===== src/rtl/dp_pkg.sv =====
// Shared definitions for the downsampling datapath: ALU opcodes, read FSM
// state encoding and the register-select width helper.
package dp_pkg;

   localparam logic [2:0] OP_PASSA = 3'd0;
   localparam logic [2:0] OP_ADD   = 3'd1;
   localparam logic [2:0] OP_SUB   = 3'd2;
   localparam logic [2:0] OP_INCB  = 3'd3;
   localparam logic [2:0] OP_SHR   = 3'd4;
   localparam logic [2:0] OP_SHL   = 3'd5;
   localparam logic [2:0] OP_AND   = 3'd6;
   localparam logic [2:0] OP_OR    = 3'd7;

   typedef enum logic {
      S_IDLE = 1'b0,
      S_WAIT = 1'b1
   } rd_state_e;

   // Select width wide enough to address NREG registers plus the AC slot.
   function automatic int unsigned sel_width(input int unsigned nreg);
      return $clog2(nreg + 1);
   endfunction

endpackage


===== src/rtl/downsample_datapath_alu.sv =====
// Combinational ALU for the downsampling datapath; carry is only meaningful
// for add, subtract (borrow) and increment, and is zero for every other op.
module dp_alu
   import dp_pkg::*;
#(
   parameter int unsigned REG_W = 19
) (
   input  logic [2:0]       op_i,
   input  logic [REG_W-1:0] a_i,
   input  logic [REG_W-1:0] b_i,
   output logic [REG_W-1:0] result_c_o,
   output logic             carry_c_o
);

   localparam int unsigned SUM_W = REG_W + 1;

   logic [SUM_W-1:0] sum;

   always_comb begin
      sum        = '0;
      result_c_o = a_i;
      carry_c_o  = 1'b0;
      case (op_i)
         OP_PASSA: result_c_o = a_i;
         OP_ADD: begin
            sum        = {1'b0, a_i} + {1'b0, b_i};
            result_c_o = sum[REG_W-1:0];
            carry_c_o  = sum[REG_W];
         end
         OP_SUB: begin
            // Top bit of the widened difference is the borrow.
            sum        = {1'b0, b_i} - {1'b0, a_i};
            result_c_o = sum[REG_W-1:0];
            carry_c_o  = sum[REG_W];
         end
         OP_INCB: begin
            sum        = {1'b0, b_i} + SUM_W'(1);
            result_c_o = sum[REG_W-1:0];
            carry_c_o  = sum[REG_W];
         end
         OP_SHR:  result_c_o = b_i >> 1;
         OP_SHL:  result_c_o = b_i << 1;
         OP_AND:  result_c_o = a_i & b_i;
         OP_OR:   result_c_o = a_i | b_i;
         default: result_c_o = a_i;
      endcase
   end

endmodule


===== src/rtl/downsample_datapath.sv =====
// Downsampling processor datapath: register file, accumulator, ALU buses,
// handshaked memory read into AC and registered zero/one/carry flags.
module downsample_datapath
   import dp_pkg::*;
#(
   parameter int unsigned DATA_W  = 8,
   parameter int unsigned REG_W   = 19,
   parameter int unsigned NREG    = 8,
   parameter int unsigned MI_IDX  = 0,
   parameter int unsigned MO_IDX  = 1,
   parameter int unsigned MOD_IDX = 2,
   parameter int unsigned STRIDE  = 1
) (
   input  logic                        clk,
   input  logic                        rst,
   input  logic [2:0]                  ALU_OP,
   input  logic [sel_width(NREG)-1:0]  A_sel,
   input  logic [sel_width(NREG)-1:0]  B_sel,
   input  logic [NREG-1:0]             LOAD_VECT,
   input  logic [NREG-1:0]             CLEAR_VECT,
   input  logic [NREG-1:0]             INC_VECT,
   input  logic                        LD_ALU_AC,
   input  logic                        CLR_AC,
   input  logic                        MI_req,
   output logic                        MI_rd,
   input  logic                        MI_valid,
   input  logic [DATA_W-1:0]           MI_data,
   output logic                        busy,
   output logic [REG_W-1:0]            MI_add,
   output logic [REG_W-1:0]            MO_add,
   output logic [DATA_W-1:0]           MO_data,
   output logic                        z,
   output logic                        z1,
   output logic                        c
);

   localparam int unsigned SW = sel_width(NREG);
   localparam int unsigned IW = (NREG > 1) ? $clog2(NREG) : 1;

   logic [REG_W-1:0] reg_q [NREG];
   logic [REG_W-1:0] reg_d [NREG];
   logic [REG_W-1:0] ac_q;
   logic [REG_W-1:0] ac_d;
   logic             c_q;
   logic             c_d;
   logic             z_q;
   logic             z1_q;

   rd_state_e        state_q;
   logic             mi_rd_q;
   logic             busy_q;
   logic [REG_W-1:0] mi_add_q;

   logic [REG_W-1:0] a_bus;
   logic [REG_W-1:0] b_bus;
   logic [REG_W-1:0] alu_res;
   logic             alu_carry;

   // Bus muxes; out-of-range selects fall through to zero.
   always_comb begin
      a_bus = '0;
      b_bus = '0;
      for (int i = 0; i < int'(NREG); i++) begin
         if (A_sel == SW'(i)) a_bus = reg_q[i];
         if (B_sel == SW'(i)) b_bus = reg_q[i];
      end
      if (B_sel == SW'(NREG)) b_bus = ac_q;
   end

   dp_alu #(
      .REG_W (REG_W)
   ) u_alu (
      .op_i       (ALU_OP),
      .a_i        (a_bus),
      .b_i        (b_bus),
      .result_c_o (alu_res),
      .carry_c_o  (alu_carry)
   );

   // Register file next state: clear over load over increment over hold.
   always_comb begin
      for (int i = 0; i < int'(NREG); i++) begin
         reg_d[i] = reg_q[i];
         if (CLEAR_VECT[i])     reg_d[i] = '0;
         else if (LOAD_VECT[i]) reg_d[i] = ac_q;
         else if (INC_VECT[i])  reg_d[i] = reg_q[i] + REG_W'(STRIDE);
      end
   end

   always_ff @(posedge clk) begin
      if (rst) begin
         for (int i = 0; i < int'(NREG); i++) reg_q[i] <= '0;
      end else begin
         for (int i = 0; i < int'(NREG); i++) reg_q[i] <= reg_d[i];
      end
   end

   // While a read is pending only the returning data may touch AC.
   always_comb begin
      ac_d = ac_q;
      c_d  = c_q;
      if (state_q == S_WAIT) begin
         if (MI_valid) ac_d = REG_W'(MI_data);
      end else if (CLR_AC) begin
         ac_d = '0;
      end else if (LD_ALU_AC) begin
         ac_d = alu_res;
         c_d  = alu_carry;
      end
   end

   always_ff @(posedge clk) begin
      if (rst) begin
         ac_q <= '0;
         c_q  <= 1'b0;
         z_q  <= 1'b1;
         z1_q <= 1'b0;
      end else begin
         ac_q <= ac_d;
         c_q  <= c_d;
         z_q  <= (ac_d == '0);
         z1_q <= (ac_d == REG_W'(1));
      end
   end

   // Read handshake; the address is captured at request time and held.
   always_ff @(posedge clk) begin
      if (rst) begin
         state_q  <= S_IDLE;
         mi_rd_q  <= 1'b0;
         busy_q   <= 1'b0;
         mi_add_q <= '0;
      end else begin
         case (state_q)
            S_IDLE: begin
               if (MI_req) begin
                  state_q  <= S_WAIT;
                  mi_rd_q  <= 1'b1;
                  busy_q   <= 1'b1;
                  mi_add_q <= reg_q[IW'(MI_IDX)];
               end
            end
            S_WAIT: begin
               if (MI_valid) begin
                  state_q <= S_IDLE;
                  mi_rd_q <= 1'b0;
                  busy_q  <= 1'b0;
               end
            end
            default: begin
               state_q <= S_IDLE;
               mi_rd_q <= 1'b0;
               busy_q  <= 1'b0;
            end
         endcase
      end
   end

   assign MI_rd   = mi_rd_q;
   assign busy    = busy_q;
   assign MI_add  = mi_add_q;
   assign MO_add  = reg_q[IW'(MO_IDX)];
   assign MO_data = reg_q[IW'(MOD_IDX)][DATA_W-1:0];
   assign z       = z_q;
   assign z1      = z1_q;
   assign c       = c_q;

endmodule

===== config.mk =====
export PLATFORM = sky130hd
export DESIGN_NAME = downsample_datapath
export DESIGN_NICKNAME = d
export VERILOG_FILES = /design/src/rtl/dp_pkg.sv /design/src/rtl/downsample_datapath_alu.sv /design/src/rtl/downsample_datapath.sv
export SDC_FILE = /design/constraint.sdc
export NUM_CORES = 1
export LEC_CHECK = 0
export ABC_AREA = 0
export BUFFER_PORTS_ARGS = -buffer_cell sky130_fd_sc_hd__buf_2
export CORE_ASPECT_RATIO = 2
export CORE_MARGIN = 10
export CORE_UTILIZATION = 45
export DETAILED_ROUTE_END_ITERATION = 6
export GPL_ROUTABILITY_DRIVEN = 0
export SLEW_MARGIN = 0
export SYNTH_ARGS = -nofsm -noshare
export SYNTH_HDL_FRONTEND = slang
export SYNTH_SLANG_ARGS = --single-unit

===== constraint.sdc =====
create_clock -name clk -period 8.1 [get_ports clk]
set_input_delay 2.43 -clock clk [delete_from_list [all_inputs] [get_ports clk]]
set_output_delay 2.43 -clock clk [all_outputs]
set_load 0.05 [all_outputs]

# Yosys cells after proc, flatten, opt, wreduce, memory -nomap -nowiden

Memory sizes are Yosys's and may differ from the RTL's. A register that Yosys moved wholly into a read port is not among the register bits.
Index checks and enable logic that the tools add are counted.

Flip-flop bits (word level): 24
RAM bits: 152
Input bits: 49
Output and inout bits: 51
Memories kept: 1

Memories:

| name  | words | width | read ports | clocked after Yosys merged registers in | wr ports | RTL line                  | RTL |
|---|---|---|---|---|---|---|---|
| reg_q | 8     | 19    | 9          | 1                                       | 8        | downsample_datapath.sv:40 | `logic [REG_W-1:0] reg_q [NREG];` |

$add $sub $neg: 11
Equal/unequal tests: 25
Muxes and demuxes: 64
Bitwise operators: 12
Reduce and logical (&&, ||, !) cells: 7

Operators with widths:

| cell                                                                   | number |
|---|---|
| 19-bit two-way mux                                                     | 53 |
| 19-bit by 1-bit adder with 19-bit output, second input constant        | 8 |
| 19-bit one-hot mux with 8 select lines                                 | 1 |
| 4-bit by 3-bit equality test with 1-bit output, second input constant  | 8 |
| 19-bit by 1-bit adder with 20-bit output, second input constant        | 1 |
| 19-bit by 19-bit adder with 20-bit output                              | 1 |
| 19-bit by 19-bit subtractor with 20-bit output                         | 1 |
| 19-bit bitwise AND                                                     | 1 |
| 19-bit by 1-bit equality test with 1-bit output, second input constant | 1 |
| 19-bit logical NOT                                                     | 1 |
| 19-bit OR                                                              | 1 |
| 4-bit by 2-bit equality test with 1-bit output, second input constant  | 4 |
| 3-bit equality test, second input constant                             | 4 |
| 4-bit by 1-bit equality test with 1-bit output, second input constant  | 2 |
| 4-bit logical NOT                                                      | 2 |
| 1-bit OR                                                               | 8 |
| 1-bit two-way mux                                                      | 7 |
| 3-bit by 2-bit equality test with 1-bit output, second input constant  | 2 |
| 4-bit equality test, second input constant                             | 1 |
| 2-bit != test, second input constant                                   | 2 |
| 1-bit one-hot mux with 2 select lines                                  | 2 |
| 2-bit AND reduction                                                    | 2 |
| 3-bit by 1-bit equality test with 1-bit output, second input constant  | 1 |
| 3-bit logical NOT                                                      | 1 |
| 3 further kinds                                                        | 4 |

# Depth between registers and ports, before layout

Depth after elaboration: 16
Gate-level depth with buffers: 24

# By module

From an unflattened synthesis, not the netlist that was laid out.

Cell total of the unflattened synthesis: 2,208
Area total of the unflattened synthesis: 16,643.5 sq um

Modules (own cells, without submodules):

| module              | instances | cells an instance | area an instance (sq um) | seq. area each (sq um) |
|---|---|---|---|---|
| downsample_datapath | 1         | 1,590             | 12,670.9                 | 3,903.7 |
| dp_alu              | 1         | 618               | 3,972.6                  | 0.0 |

# Least setup slack after synthesis

Ideal clock, no wire load.

Path kind: input-to-reg
Start: input port A_sel[0]
End: register z_q, in the netlist z
Setup time: 0.101 ns
Data arrival time: 6.840 ns
Required time: 7.999 ns
Setup slack: 1.159 ns
Stages on the path: 18
Path buffers: 3
Cell sequence: clkbuf_1 buf_1 buf_1 a21oi_1 nor4_1 inv_1 ha_1 or4b_2 a41oi_1 a41oi_1 a21oi_1 o21bai_1 and3_1 or3_1 a31o_1 a221oi_2 nand4_1 o41ai_1

Cells in the longest elaborated chain, start to end: 15
Elaborated cells on any way between the ends: 25
Those cells by class: 2 x add/sub; 7 x eq/ne; 12 x mux; 2 x bitwise; 2 x reduce/logical

Ends and longest elaborated chain:

| item                                                                   | RTL line                      | RTL |
|---|---|---|
| from (decl)                                                            | downsample_datapath.sv:17     | `input logic [sel_width(NREG)-1:0] A_sel,` |
| 4-bit logical NOT                                                      | downsample_datapath.sv:64     | `if (A_sel == SW'(i)) a_bus = reg_q[i];` |
| 19-bit two-way mux (7 in series)                                       | downsample_datapath.sv:64     |  |
| 19-bit two-way mux (*)                                                 | downsample_datapath.sv:64     |  |
| 19-bit by 19-bit subtractor with 20-bit output (tied with other cells) | downsample_datapath_alu.sv:32 | `sum = {1'b0, b_i} - {1'b0, a_i};` |
| 19-bit one-hot mux with 8 select lines (*)                             | downsample_datapath_alu.sv:23 | `case (op_i)` |
| 19-bit two-way mux (*)                                                 | downsample_datapath.sv:106    | `end else if (LD_ALU_AC) begin` |
| 19-bit two-way mux (*)                                                 | downsample_datapath.sv:104    | `end else if (CLR_AC) begin` |
| 19-bit two-way mux (*)                                                 | downsample_datapath.sv:102    | `if (state_q == S_WAIT) begin` |
| 19-bit logical NOT (*)                                                 | downsample_datapath.sv:121    | `z_q <= (ac_d == '0);` |
| to (signal assigned)                                                   | downsample_datapath.sv:121    |  |
| to (decl)                                                              | downsample_datapath.sv:46     | `logic z_q;` |

Every way passes the cells marked *; elsewhere a longest branch is shown, timed or not.
A chain may end at the register's enable or synchronous reset.

# Worst setup path after layout

Start: input port B_sel[0]
End: register z1_q, in the netlist z1

Cells in the longest elaborated chain, start to end: 16
Elaborated cells on any way between the ends: 28
Those cells by class: 3 x add/sub; 9 x eq/ne; 13 x mux; 2 x bitwise; 1 x reduce/logical

Ends and longest elaborated chain:

| item                                                             | RTL line                      | RTL |
|---|---|---|
| from (decl)                                                      | downsample_datapath.sv:18     | `input logic [sel_width(NREG)-1:0] B_sel,` |
| 4-bit logical NOT                                                | downsample_datapath.sv:65     | `if (B_sel == SW'(i)) b_bus = reg_q[i];` |
| 19-bit two-way mux (8 in series)                                 | downsample_datapath.sv:65     |  |
| 19-bit two-way mux (*)                                           | downsample_datapath.sv:67     | `if (B_sel == SW'(NREG)) b_bus = ac_q;` |
| 19-bit by 1-bit adder with 20-bit output (tied with other cells) | downsample_datapath_alu.sv:37 | `sum = {1'b0, b_i} + SUM_W'(1);` |
| 19-bit one-hot mux with 8 select lines (*)                       | downsample_datapath_alu.sv:23 |  |
| 19-bit two-way mux (*)                                           | downsample_datapath.sv:106    |  |
| 19-bit two-way mux (*)                                           | downsample_datapath.sv:104    |  |
| 19-bit two-way mux (*)                                           | downsample_datapath.sv:102    |  |
| 19-bit by 1-bit equality test with 1-bit output (*)              | downsample_datapath.sv:122    | `z1_q <= (ac_d == REG_W'(1));` |
| to (signal assigned)                                             | downsample_datapath.sv:122    |  |
| to (decl)                                                        | downsample_datapath.sv:47     | `logic z1_q;` |

Marks and branches as above.

==> results.yml <==
detailed_routing:
  drt_iter0_markers: 1390
  wl_per_cell_um: 25.1
  vias: 17800
  drt_first_pass_iters: 6
  avgViaCountPerCell: 6.41
  drcViolationCount: 0
  wl_um: 69800
  antenna_left: 0
floorplanning:
  die_h_um: 292
  row_count: 99
  core_um2: 36500
  pin_count: 100
  start_util: 0.457
  die_x_um: 156
  die-area_um2: 45600
pwr:
  power.density_nw_per_um2: 132
  peakVddDrop_uv: 167
  combPwrFrac: 0.200
  fin_total_pwr_mw: 2.35
  internal-power_mw: 1.57
  power_frac_seq: 0.426
  switchingPower_uw: 786
  clkPwrFrac: 0.374
  p_leak_nw: 6.76
  switching_share: 0.334
clock_tree:
  insertion_delay_ns: 0.47
  path_clk_slew_ns: 0.08
  numCtsBuffers: 17
  cts_sinks: 195
  clock_tree.root_cell: "clkbuf_16"
  cts_tree: "built"
  cts.htree.levels: 4
  hold_buffers: 0
  cts_buffer_depth: 2
  cts_setup_buffers: 0
  cts_resized: 0
timing:
  hold_violations: 0
  fin_setup_tns_ns: 0
  max_freq_mhz: 131
  slew_headroom: 0.204
  rsz0062_at_grt: "no"
  worst_slew_pin_slew_ns: 1.19
  worst_slack_ns: 0.458
  skew_ns: 0.0185
  hold_slack_ns: 0.457
  report.final.slew_viol_count: 0
  period_share: 0.943
  fin_crit_ns: 7.64
  setup_viol: 0
global_route:
  antenna_found_initial: 1
  grt_pass1_wl_um: 103000
  grt_start_max_net_pins: 49
  grt_pass1_vias: 17300
  grt_remaining_overflow: 0
  track_usage: 0.296
synth:
  synth_top_area_frac: 0.234
  synth_nets: 2471
  yosysTopAreaCell: "dfxtp_1"
  yosysSeqAreaShare: 0.234
  yosys-top-cells-area: "dfxtp_1 (23%), nor2_1 (8.9%), a21oi_1 (8.5%)"
  yosysWarnings: 0
  async_flop_share: 0
  avgSynthCellArea_um2: 7.10
  synth_edf_count: 0
  yosys-top-cells-count: "nor2_1 (396), a21oi_1 (283), nand2_1 (236)"
  ys_types: 88
  synth_cells: 2351
  ys_ff_latch: 195
  ys_dominant_reg_cell: "dfxtp_1"
  synth_most_common_cell: "nor2_1"
  synth_area_um2: 16700
placed_design:
  post-dp-hpwl_um: 52900
  port_buffers: 99
  dp_slack_ns: 0.277
worst_setup_path:
  end_kind: "register"
  cpPeakStageDelay_ns: 0.46
  crit_path_top_delay_cell: "ha_1"
  crit_type: "input port to register"
  crit_fanout: 48
  crit_top_cell: "buf_4"
  start_kind: "input port"
  required_ns: 8.46
  critPathBufInv: 3
  cp.arrival_ns: 8.00
  path_delay_family: "compound AO/OA/AOI/OAI gates"
  cp_cell_sequence: "buf_4 > buf_4 > buf_4 > mux2_2 > a222oi_1 > a211o_1 > nand2_1 > ha_1 > nor4_1 > a21oi_1 > o21ai_0 > a21oi_1 > o21bai_1 > mux2_2 > a211oi_1 > o221ai_1 > a221oi_2 > nand4_1 > nor4b_1"
layout:
  n_fill_cell: 3683
  drive_gt1_frac: 0.111
  final_core_util: 0.487
  fin_nets: 2431
  area_delta_synth_final_pct: 6.69
run_status:
  status: "complete, no violations"
worst_hold_path:
  hold_path.class: "register to register"
run:
  cap_viol_max_count: 0
[cell type report]
cell class                 instances  area, um^2  share of cell area
multi-input combinational       1870       11600               0.650
clock inverter                    11         120             0.00675
timing repair buffer             154         911              0.0512
inverter                          73         274              0.0154
tap                              454         568              0.0319
sequential                       195        3900               0.219
clock buffer                      20         457              0.0257
antenna                            2        5.00            0.000281
[cells by family after synthesis]
| family | Yosys count | synth area share |
|---|---|---|
| DFF | 195 | 0.234 |
| and+or+nand+nor | 957 | 0.267 |
| AOI/OAI and AO/OA | 607 | 0.227 |
| adders and majority gates | 71 | 0.0541 |
| xor gates and xnor gates | 161 | 0.0845 |
| muxes | 74 | 0.0591 |
| buffers and inverters | 286 | 0.0739 |
[cells in the final DEF, fill, tap and decap left out, types with 59 or more instances in the layout]
master and count:
nor2_1 396, a21oi_1 283, nand2_1 236, dfxtp_1 195, xor2_1 118, buf_2 98, o21ai_0 79, inv_1 70
ha_1 69, and3_1 59
[path summary, 6_finish.rpt]
check | from | endpoint | slack (ns) | cells after the start
setup / recovery | B_sel[0] | z1$_SDFF_PP0_ | 0.46 | 19
hold / removal | MI_add[8]$_SDFFE_PP0P_ | MI_add[8]$_SDFFE_PP0P_ | 0.46 | 2
setup reg to reg | ac_q[0]$_SDFF_PP0_ | z1$_SDFF_PP0_ | 2.42 | 17
hold reg to reg | MI_add[8]$_SDFFE_PP0P_ | MI_add[8]$_SDFFE_PP0P_ | 0.46 | 2
[sequential cells by signal, indices dropped and copies added, names as in the netlist]
signal / count
c: 1
reg_q: 152
state_q: 1
MI_add: 19
z: 1
ac_q: 19
z1: 1
busy: 1
[power groups by stage]
stage | clock (mW) | sequential, mW | combinational, mW
final | 0.881 | 1.00 | 0.470
after global routing | 0.922 | 1.00 | 0.501
after CTS | 0.889 | 1.00 | 0.451
after detailed placement | 0 | 1.02 | 0.449
after global placement | 0 | 1.02 | 0.446
after floorplan | 0 | 1.01 | 0.314
[routing by layer]
metal / vias up / share of wire / GRT usage
met3: 341 / 0.070 / 0.0473
met5: - / 0.00010 / 0
li1: 8124 / - / -
met1: 8320 / 0.34 / 0.295
met4: 2 / 0.094 / 0.251
met2: 1019 / 0.50 / 0.524
[worst min-delay path, delay by kind of cell (launching register included)]
kind / cells / cell delay (ns)
flops: 1 / 0.31
compound gates: 1 / 0.05
simple gates: 1 / 0.05
[metrics by stage]
stage	cell area, um^2	std cells
6_report	17800	2779
5_1_grt	17800	2777
4_1_cts	17800	2777
3_5_place_dp	17200	2746
3_3_place_gp	17200	2746
2_1_floorplan	16700	2351
Note: power is estimated with default switching activity, not from simulation.
